[config.mk]
export PLATFORM = sky130hd
export DESIGN_NAME = board_io_ctrl
export DESIGN_NICKNAME = d
export VERILOG_FILES = /design/src/rtl/board_io_pkg.sv /design/src/rtl/board_io_ctrl_btn_debounce.sv /design/src/rtl/board_io_ctrl.sv
export SDC_FILE = /design/constraint.sdc
export NUM_CORES = 1
export LEC_CHECK = 0
export ABC_AREA = 1
export BUFFER_PORTS_ARGS = -buffer_cell sky130_fd_sc_hd__buf_2
export CAP_MARGIN = 5
export CORE_MARGIN = 4
export CORE_UTILIZATION = 30
export DETAILED_ROUTE_END_ITERATION = 16
export HOLD_SLACK_MARGIN = 0.03
export PLACE_DENSITY = 0.53
export RECOVER_POWER = 50
export SLEW_MARGIN = 0
export SYNTH_ARGS = -nofsm -noshare
export SYNTH_HDL_FRONTEND = slang
export SYNTH_SLANG_ARGS = --single-unit
[constraint.sdc]
create_clock -name clk -period 4.5 [get_ports clk]
set_input_delay 1.125 -clock clk [delete_from_list [all_inputs] [get_ports clk]]
set_output_delay 1.125 -clock clk [all_outputs]
set_load 0.01 [all_outputs]
[src/rtl/board_io_pkg.sv]
// rtl/board_io_pkg.sv - shared types and constants for the board I/O controller
package board_io_pkg;

    typedef enum logic [1:0] {
        IDLE = 2'd0,
        HIGH = 2'd1,
        LOW  = 2'd2
    } clk_state_e;

    localparam int DEF_ADDR_W    = 6;
    localparam int DEF_DIV       = 4;
    localparam int DEF_DB_CYCLES = 1_000_000;
    localparam int DEF_WRAP      = 1;
    localparam int DEF_CNT_W     = 16;
    localparam int SYNC_DEPTH    = 2;

    // Counter width for a count of n states; never narrower than one bit.
    function automatic int cnt_width(input int n);
        return (n > 1) ? $clog2(n) : 1;
    endfunction

endpackage

[src/rtl/board_io_ctrl_btn_debounce.sv]
// rtl/board_io_ctrl_btn_debounce.sv - synchronising debouncer with stable level and rise pulse
module btn_debounce
    import board_io_pkg::*;
#(
    parameter int DB_CYCLES = DEF_DB_CYCLES
) (
    input  logic clk,
    input  logic rst_n,
    input  logic btn,
    output logic level,
    output logic rise
);

    localparam int            CW       = cnt_width(DB_CYCLES);
    localparam logic [CW-1:0] CNT_LAST = CW'(DB_CYCLES - 1);

    logic [SYNC_DEPTH-1:0] r_sync;
    logic [CW-1:0]         r_cnt;
    logic                  r_level;
    logic                  r_rise;
    logic                  w_sample;
    logic                  w_differ;
    logic                  w_settle;

    assign w_sample = r_sync[SYNC_DEPTH-1];
    assign w_differ = (w_sample != r_level);
    assign w_settle = w_differ && (r_cnt == CNT_LAST);

    always_ff @(posedge clk or negedge rst_n) begin
        if (!rst_n) begin
            r_sync  <= '0;
            r_cnt   <= '0;
            r_level <= 1'b0;
            r_rise  <= 1'b0;
        end else begin
            r_sync <= {r_sync[SYNC_DEPTH-2:0], btn};
            r_rise <= w_settle && w_sample;
            // Any sample agreeing with the stable level restarts the count.
            if (w_settle) begin
                r_level <= w_sample;
                r_cnt   <= '0;
            end else if (w_differ) begin
                r_cnt <= r_cnt + CW'(1);
            end else begin
                r_cnt <= '0;
            end
        end
    end

    assign level = r_level;
    assign rise  = r_rise;

endmodule

[src/rtl/board_io_ctrl.sv]
// rtl/board_io_ctrl.sv - button debounce, divided CPU clock and inspection address select
module board_io_ctrl
    import board_io_pkg::*;
#(
    parameter int ADDR_W    = DEF_ADDR_W,
    parameter int DIV       = DEF_DIV,
    parameter int DB_CYCLES = DEF_DB_CYCLES,
    parameter int WRAP      = DEF_WRAP,
    parameter int CNT_W     = DEF_CNT_W
) (
    input  logic              clk,
    input  logic              rst_n,
    input  logic              btn_left,
    input  logic              btn_right,
    input  logic              btn_step,
    input  logic              run_mode,
    input  logic              addr_mode,
    input  logic [ADDR_W-1:0] addr_sw,
    output logic              cpu_clk,
    output logic              cpu_tick,
    output logic [ADDR_W-1:0] mem_addr,
    output logic [CNT_W-1:0]  cyc_cnt
);

    localparam int                DW       = cnt_width(DIV);
    localparam logic [DW-1:0]     DIV_LAST = DW'(DIV - 1);
    localparam logic [ADDR_W-1:0] ADDR_MAX = '1;

    logic [SYNC_DEPTH-1:0] r_run_sync;
    logic [SYNC_DEPTH-1:0] r_amode_sync;
    logic [ADDR_W-1:0]     r_sw_s1;
    logic [ADDR_W-1:0]     r_sw_s2;
    logic                  w_run_s;
    logic                  w_amode_s;

    logic w_left_rise;
    logic w_right_rise;
    logic w_step_rise;

    clk_state_e        r_state;
    clk_state_e        w_state_nxt;
    logic [DW-1:0]     r_div_cnt;
    logic [DW-1:0]     w_div_nxt;
    logic              r_cpu_clk;
    logic              w_clk_nxt;
    logic              r_cpu_tick;
    logic              w_tick_nxt;
    logic              w_div_done;

    logic [ADDR_W-1:0] r_ptr;
    logic [ADDR_W-1:0] r_mem_addr;
    logic [CNT_W-1:0]  r_cyc_cnt;

    always_ff @(posedge clk or negedge rst_n) begin
        if (!rst_n) begin
            r_run_sync   <= '0;
            r_amode_sync <= '0;
            r_sw_s1      <= '0;
            r_sw_s2      <= '0;
        end else begin
            r_run_sync   <= {r_run_sync[SYNC_DEPTH-2:0], run_mode};
            r_amode_sync <= {r_amode_sync[SYNC_DEPTH-2:0], addr_mode};
            r_sw_s1      <= addr_sw;
            r_sw_s2      <= r_sw_s1;
        end
    end

    assign w_run_s   = r_run_sync[SYNC_DEPTH-1];
    assign w_amode_s = r_amode_sync[SYNC_DEPTH-1];

    btn_debounce #(.DB_CYCLES(DB_CYCLES)) u_db_left (
        .clk   (clk),
        .rst_n (rst_n),
        .btn   (btn_left),
        .level (),
        .rise  (w_left_rise)
    );

    btn_debounce #(.DB_CYCLES(DB_CYCLES)) u_db_right (
        .clk   (clk),
        .rst_n (rst_n),
        .btn   (btn_right),
        .level (),
        .rise  (w_right_rise)
    );

    btn_debounce #(.DB_CYCLES(DB_CYCLES)) u_db_step (
        .clk   (clk),
        .rst_n (rst_n),
        .btn   (btn_step),
        .level (),
        .rise  (w_step_rise)
    );

    assign w_div_done = (r_div_cnt == DIV_LAST);

    // Mode is only sampled in IDLE and at the end of LOW, so a started period always completes.
    always_comb begin
        w_state_nxt = r_state;
        w_div_nxt   = r_div_cnt + DW'(1);
        w_clk_nxt   = r_cpu_clk;
        w_tick_nxt  = 1'b0;
        case (r_state)
            IDLE: begin
                w_div_nxt = '0;
                w_clk_nxt = 1'b0;
                if (w_run_s || w_step_rise) begin
                    w_state_nxt = HIGH;
                    w_clk_nxt   = 1'b1;
                    w_tick_nxt  = 1'b1;
                end
            end
            HIGH: begin
                if (w_div_done) begin
                    w_state_nxt = LOW;
                    w_clk_nxt   = 1'b0;
                    w_div_nxt   = '0;
                end
            end
            LOW: begin
                if (w_div_done) begin
                    w_div_nxt = '0;
                    if (w_run_s) begin
                        w_state_nxt = HIGH;
                        w_clk_nxt   = 1'b1;
                        w_tick_nxt  = 1'b1;
                    end else begin
                        w_state_nxt = IDLE;
                        w_clk_nxt   = 1'b0;
                    end
                end
            end
            default: begin
                w_state_nxt = IDLE;
                w_clk_nxt   = 1'b0;
                w_div_nxt   = '0;
            end
        endcase
    end

    always_ff @(posedge clk or negedge rst_n) begin
        if (!rst_n) begin
            r_state    <= IDLE;
            r_div_cnt  <= '0;
            r_cpu_clk  <= 1'b0;
            r_cpu_tick <= 1'b0;
            r_cyc_cnt  <= '0;
        end else begin
            r_state    <= w_state_nxt;
            r_div_cnt  <= w_div_nxt;
            r_cpu_clk  <= w_clk_nxt;
            r_cpu_tick <= w_tick_nxt;
            if (w_tick_nxt) begin
                r_cyc_cnt <= r_cyc_cnt + CNT_W'(1);
            end
        end
    end

    // Simultaneous left and right presses cancel out.
    always_ff @(posedge clk or negedge rst_n) begin
        if (!rst_n) begin
            r_ptr      <= '0;
            r_mem_addr <= '0;
        end else begin
            if (w_right_rise && !w_left_rise) begin
                if ((WRAP != 0) || (r_ptr != ADDR_MAX)) begin
                    r_ptr <= r_ptr + ADDR_W'(1);
                end
            end else if (w_left_rise && !w_right_rise) begin
                if ((WRAP != 0) || (r_ptr != '0)) begin
                    r_ptr <= r_ptr - ADDR_W'(1);
                end
            end
            r_mem_addr <= w_amode_s ? r_ptr : r_sw_s2;
        end
    end

    assign cpu_clk  = r_cpu_clk;
    assign cpu_tick = r_cpu_tick;
    assign mem_addr = r_mem_addr;
    assign cyc_cnt  = r_cyc_cnt;

endmodule

# Yosys cells after proc, flatten, opt, wreduce, memory -nomap -nowiden

Index checks and enable logic that the tools add are counted.

Flip-flop bits (word level): 122
Output and inout port bits: 24
Input bits: 13
Logic and storage cells: 81

Equality and inequality tests: 12
Reductions and logical operators: 16
Add/sub/neg operators: 7
Mux-type cells: 23

Operators by type and width:

| cell                  | count |
|---|---|
| $mux 20               | 6 |
| $add 20x1->20 const B | 3 |
| $eq 20x20->1 const B  | 3 |
| $mux 6                | 3 |
| $add 16x1->16 const B | 1 |
| $mux 2                | 5 |
| $logic_and 1x1->1     | 8 |
| $add 6x1->6 const B   | 1 |
| $mux 1                | 6 |
| $ne 2x2->1 const B    | 3 |
| $pmux 2 s3            | 1 |
| $sub 6x1->6 const B   | 1 |
| $eq 2x2->1 const B    | 2 |
| $ne 1x1->1            | 3 |
| $pmux 1 s3            | 1 |
| $reduce_and 3->1      | 1 |
| $add 2x1->2 const B   | 1 |
| $eq 2x1->1 const B    | 1 |
| $logic_not 1->1       | 2 |
| $logic_not 2->1       | 1 |
| $pmux 1 s2            | 1 |
| $reduce_and 2->1      | 1 |
| $reduce_bool 2->1     | 1 |
| $reduce_or 2->1       | 1 |
| $logic_or 1x1->1      | 1 |

# Depth between registers and ports, before layout

Depth in word-level cells: 4
Gate-level depth with buffers: 11
Depth with buffers taken out: 11

# Cells and area by module

Synthesis repeated with hierarchy kept, for this count alone.

Cells, all modules: 771
Area, all modules: 6337.3 um2

Modules (own cells, without submodules):

| module        | area each (um2) | cells each | sequential area each (um2) | times used |
|---|---|---|---|---|
| btn_debounce  | 1356.3          | 181        | 600.6                      | 3 |
| board_io_ctrl | 2268.4          | 228        | 1251.2                     | 1 |

# Worst setup path before layout

Ideal clock, no wire load.

Path type: register -> register
From: register u_db_left.r_rise, in the netlist u_db_left.rise
To: register r_ptr[4]
Buffers on the path: 0
Setup time: 0.127 ns
Cell stages (with the launch flop): 11
Clock period less this slack: 1.605 ns
Setup slack: 2.895 ns
Arrival: 1.479 ns
Path through: dfrtp_1 inv_1 ha_1 inv_1 fa_1 nand2_1 nand2_1 a21oi_1 nand2_1 nand3_1 o21ai_0

Cells in the longest elaborated chain, start to end: 3
Elaborated cells between the ends (all ways): 5

Ends and longest elaborated chain:

| item                                               | line                             | text |
|---|---|---|
| from (decl)                                        | board_io_ctrl_btn_debounce.sv:20 | `logic r_rise;` |
| from (signal assigned)                             | board_io_ctrl_btn_debounce.sv:37 | `r_rise <= w_settle && w_sample;` |
| $logic_not 1->1                                    | board_io_ctrl.sv:165             | `if (w_right_rise && !w_left_rise) begin` |
| $logic_and 1x1->1                                  | board_io_ctrl.sv:165             |  |
| $mux 6 / $reduce_bool 2->1 (equally long branches) | n/a                              |  |
| to (signal assigned)                               | board_io_ctrl.sv:167             | `r_ptr <= r_ptr + ADDR_W'(1);` |
| to (signal assigned)                               | board_io_ctrl.sv:171             | `r_ptr <= r_ptr - ADDR_W'(1);` |
| to (decl)                                          | board_io_ctrl.sv:50              | `logic [ADDR_W-1:0] r_ptr;` |

Several ways; a longest one is shown, not always the timed one.
A chain may end at the register's enable or synchronous reset.

# Final worst setup path

From: register r_cyc_cnt[4], in the netlist cyc_cnt[4]
To: output cyc_cnt[4]

RTL lines:

| item                   | line                 | text |
|---|---|---|
| from (decl)            | board_io_ctrl.sv:52  | `logic [CNT_W-1:0] r_cyc_cnt;` |
| from (signal assigned) | board_io_ctrl.sv:154 | `r_cyc_cnt <= r_cyc_cnt + CNT_W'(1);` |
| to (decl)              | board_io_ctrl.sv:22  | `output logic [CNT_W-1:0] cyc_cnt` |

No word-level cell between the ends.

==> summary.json <==
{
  "drt-initial-drc-count": {"value": 243},
  "worstSkewPairLatency": {"value": 420, "unit": "ps"},
  "cellLeakagePower": {"value": 3.280, "unit": "nW"},
  "synth.lib_cells_used.distinct": {"value": 32},
  "cell_class_contributing_the_biggest_share_of_worst_path_delay": {"value": "flip-flops"},
  "syn_area_per_cell": {"value": 8.062, "unit": "um2"},
  "cts_post_setup_buffers_inserted": {"value": 0},
  "cts_tree": {"value": "built"},
  "die_y": {"value": 151.1, "unit": "um"},
  "worst_hold_path_type": {"value": "reg2reg"},
  "remaining_routing_drc_violations": {"value": 0},
  "pre_cts_ws": {"value": 2392, "unit": "ps"},
  "timing.rr.start": {"value": "r_state[0]"},
  "end_of_the_worst_register_to_register_path": {"value": "cyc_cnt[15]"},
  "critPathBufInv": {"value": 1},
  "part_of_the_yosys_area_used_for_sequential_elements": {"value": 49.69, "unit": "%"},
  "max_freq": {"value": 0.4694, "unit": "GHz"},
  "post_route_cells_drive_above_1_share": {"value": 9.697, "unit": "%"},
  "pwr-share-seq": {"value": 42.2, "unit": "%"},
  "floorplan.die.width": {"value": 151.1, "unit": "um"},
  "violations": {"value": "capacitance limit, slew limit"},
  "coreArea": {"value": 20170, "unit": "um2"},
  "final_period_minus_worst_setup_slack": {"value": 2130, "unit": "ps"},
  "wl_per_cell": {"value": 12.02, "unit": "um"},
  "final.setup.tns": {"value": 0, "unit": "ps"},
  "worst_clock_skew": {"value": 8.776, "unit": "ps"},
  "fin_ws": {"value": 2370, "unit": "ps"},
  "area.growth.synth_to_final": {"value": 17.54, "unit": "%"},
  "crit_path_max_fanout": {"value": 4},
  "worst_hold_slack": {"value": 346.7, "unit": "ps"},
  "reg2reg_slack": {"value": 2670, "unit": "ps"},
  "required": {"value": 3380, "unit": "ps"},
  "grt_antenna_before_repair": {"value": 0},
  "synth-warning-count": {"value": 0},
  "pin_count": {"value": 37},
  "hold_path_sink": {"value": "u_db_step.r_sync[1]"},
  "antenna-diode-count": {"value": 0},
  "setup.worst_path.class": {"value": "reg2out"},
  "clkPwrFrac": {"value": 48.8, "unit": "%"},
  "cts_max_level": {"value": 4},
  "max_root_sink_buffers": {"value": 2},
  "combPwrFrac": {"value": 8.9, "unit": "%"},
  "layout_worst_path_cycle_share": {"value": 47.34, "unit": "%"},
  "final_antenna_net_count": {"value": 0},
  "via_per_inst": {"value": 4.509},
  "numCtsBuffers": {"value": 17},
  "netlist_area": {"value": 6143, "unit": "um2"},
  "die_area": {"value": 22830, "unit": "um2"},
  "sequential_cell_area_in_the_final_layout": {"value": 3053, "unit": "um2"},
  "synth-seq-cells": {"value": 122},
  "synthesis.nets": {"value": 791},
  "groute.usage.overall": {"value": 12.44, "unit": "%"},
  "cts.hold.buffers_added": {"value": 0},
  "post_cts_resized": {"value": 0},
  "cts_root_buf": {"value": "sky130_fd_sc_hd__clkbuf_16"},
  "unrepaired_setup_endpoints_after_global_routing": {"value": "false"},
  "worst_path_cell_trace": {"value": "buf_2"},
  "cpMaxStageDelayCell": {"value": "sky130_fd_sc_hd__dfrtp_1"},
  "worstMarginPinSlew": {"value": 1558, "unit": "ps"},
  "std_cell_rows": {"value": 52},
  "hold_depth": {"value": 0},
  "power-per-cell-area": {"value": 397.2, "unit": "nW/um2"},
  "cap_viol_max_count": {"value": 1},
  "fillerInstances": {"value": 2143},
  "cellInternalPower": {"value": 0.002171, "unit": "W"},
  "hp-start": {"value": "u_db_step.r_sync[0]"},
  "vdd_drop_max": {"value": 0.2296, "unit": "mV"},
  "report.final.slew_viol_count": {"value": 62},
  "detailroute.via_count": {"value": 4937},
  "power_spent_charging_and_discharging_nets": {"value": 0.0006964, "unit": "W"},
  "timing_hold_violations_final": {"value": 0},
  "first_pass_grt_wire_length": {"value": 22.98, "unit": "mm"},
  "routabilityCongestion": {"value": 0.8501},
  "setup_crit_end_kind": {"value": "output pin"},
  "pin_count_of_the_biggest_net_entering_global_routing": {"value": 63},
  "dr.pass1.iters": {"value": 5},
  "drt_total_wl": {"value": 13.17, "unit": "mm"},
  "clock_sinks": {"value": 122},
  "status": {"value": "finished, violations left"},
  "worst_slew_margin_rel": {"value": -3.867, "unit": "%"},
  "worstSetupStartpointType": {"value": "flop"},
  "number_of_port_buffers": {"value": 36},
  "cp_slowest_stage_delay": {"value": 430, "unit": "ps"},
  "dpl.hpwl": {"value": 9.500, "unit": "mm"},
  "p_sw_share": {"value": 24.28, "unit": "%"},
  "initial_core_util": {"value": 30.46, "unit": "%"},
  "finish.net_count": {"value": 841},
  "reg2reg_depth": {"value": 11},
  "report.final.setup_viol": {"value": 0},
  "overflow": {"value": 0},
  "grt_pass1_vias": {"value": 4887},
  "clk_transition_reported_paths": {"value": 50, "unit": "ps"},
  "arrival": {"value": 1010, "unit": "ps"},
  "netlist_instances": {"value": 762},
  "multiInputGateArea": {"value": 2700, "unit": "um2"}
}
## how the worst max path moves through the flow
| stage | to | startpoint | slack, ps | cells after the start |
|---|---|---|---|---|
| floorplan | r_ptr[4] | u_db_left.rise | 2890 | 10 |
| finish | cyc_cnt[4] | cyc_cnt[4] | 2370 | 1 |
| CTS | cyc_cnt[10] | cyc_cnt[10] | 2330 | 1 |
| global placement | u_db_right.r_cnt[15] | rst_n | 2390 | 2 |
| global route | u_db_right.r_cnt[4] | rst_n | 2070 | 2 |
| detailed placement | u_db_right.r_cnt[18] | rst_n | 2390 | 2 |
## cell usage in the layout, fill, tap and decap left out, drive strengths merged
master	netlist	layout
o21bai	4	4
and2	2	2
buf	3	34
fa	1	1
clkinv	1	6
nor2	171	171
nor4	1	1
clkbuf	3	24
ha	15	15
a21oi	17	17
nand3b	7	7
o22ai	3	3
dfrtp	122	122
bufinv	0	3
xor2	27	27
mux2	3	3
nor3	16	16
or2	1	1
nor3b	4	4
inv	84	85
nand4	19	19
clkinvlp	0	2
nand3	59	59
xnor2	11	11
o21ai	13	13
nand2	175	175
## registers in the layout, summed over array words and instances, names as in the netlist
signal / count
cpu_tick: 1
cyc_cnt: 16
u_db_right.r_cnt: 20
u_db_left.r_sync: 2
mem_addr: 6
u_db_right.level: 1
u_db_left.r_cnt: 20
u_db_step.rise: 1
r_sw_s2: 6
r_state: 2
u_db_step.r_sync: 2
u_db_right.rise: 1
r_ptr: 6
u_db_step.r_cnt: 20
r_run_sync: 2
u_db_left.level: 1
r_div_cnt: 2
r_amode_sync: 2
u_db_step.level: 1
u_db_left.rise: 1
u_db_right.r_sync: 2
cpu_clk: 1
r_sw_s1: 6
## kinds of logic after synthesis
logic type      synth area share (%)
compound gates                 3.299
xor+xnor                       5.418
fa+ha+maj                      3.381
buf+inv                        5.662
flops                          49.69
mux                           0.5499
simple gates                   32.00
## stage by stage
step           util (%)  instance area (um2)  total power, W  cells
2_1_floorplan         -                 6143        0.001393    762
3_3_place_gp      33.00                 6655        0.001493   1063
3_5_place_dp      33.00                 6655        0.001497   1063
4_1_cts           36.04                 7268        0.002925   1095
5_1_grt           35.80                 7221        0.003015   1095
6_report          35.80                 7221        0.002868   1095
## final cells by class
type / count / share of cell area [%]
Clock inverter: 11 / 1.975
Timing Repair Buffer: 37 / 2.738
Multi-Input combinational cell: 549 / 37.39
Inverter: 85 / 4.419
Sequential cell: 122 / 42.28
Tap cell: 270 / 4.679
Clock buffer: 21 / 6.515
## power groups by stage
stage	combinational [W]	clock, W	sequential [W]
finish	0.000256	0.00140	0.00121
global route	0.000301	0.00149	0.00122
CTS	0.000266	0.00145	0.00121
detailed placement	0.000264	0	0.00123
global placement	0.000262	0	0.00123
floorplan	0.000157	0	0.00124
## Yosys cell counts, drive strengths merged
| cell | instances | area (um2) |
|---|---|---|
| a21oi | 17 | 85.08 |
| and2 | 2 | 12.51 |
| buf | 3 | 17.52 |
| clkbuf | 3 | 11.26 |
| clkinv | 1 | 3.750 |
| dfrtp | 122 | 3053 |
| fa | 1 | 20.02 |
| ha | 15 | 187.7 |
| inv | 84 | 315.3 |
| mux2 | 3 | 33.78 |
| nand2 | 175 | 674.4 |
| nand3 | 59 | 300.3 |
| nand3b | 7 | 52.55 |
| nand4 | 19 | 118.9 |
| nor2 | 171 | 679.4 |
| nor3 | 16 | 85.08 |
| nor3b | 4 | 30.03 |
| nor4 | 1 | 6.260 |
| o21ai | 13 | 68.82 |
| o21bai | 4 | 30.03 |
| o22ai | 3 | 18.77 |
| or2 | 1 | 6.260 |
| xnor2 | 11 | 96.34 |
| xor2 | 27 | 236.5 |
## per-layer routing
metal  routed length [um]  vias up  global-route usage, %
met3                  451       19                  2.813
li1                     -     2522                      -
met1                 6678     2319                  17.13
met2                 5816       77                  19.18
met4                  219        0                  4.578
met5                    0        -                      0
(Power assumes the default switching activity.)
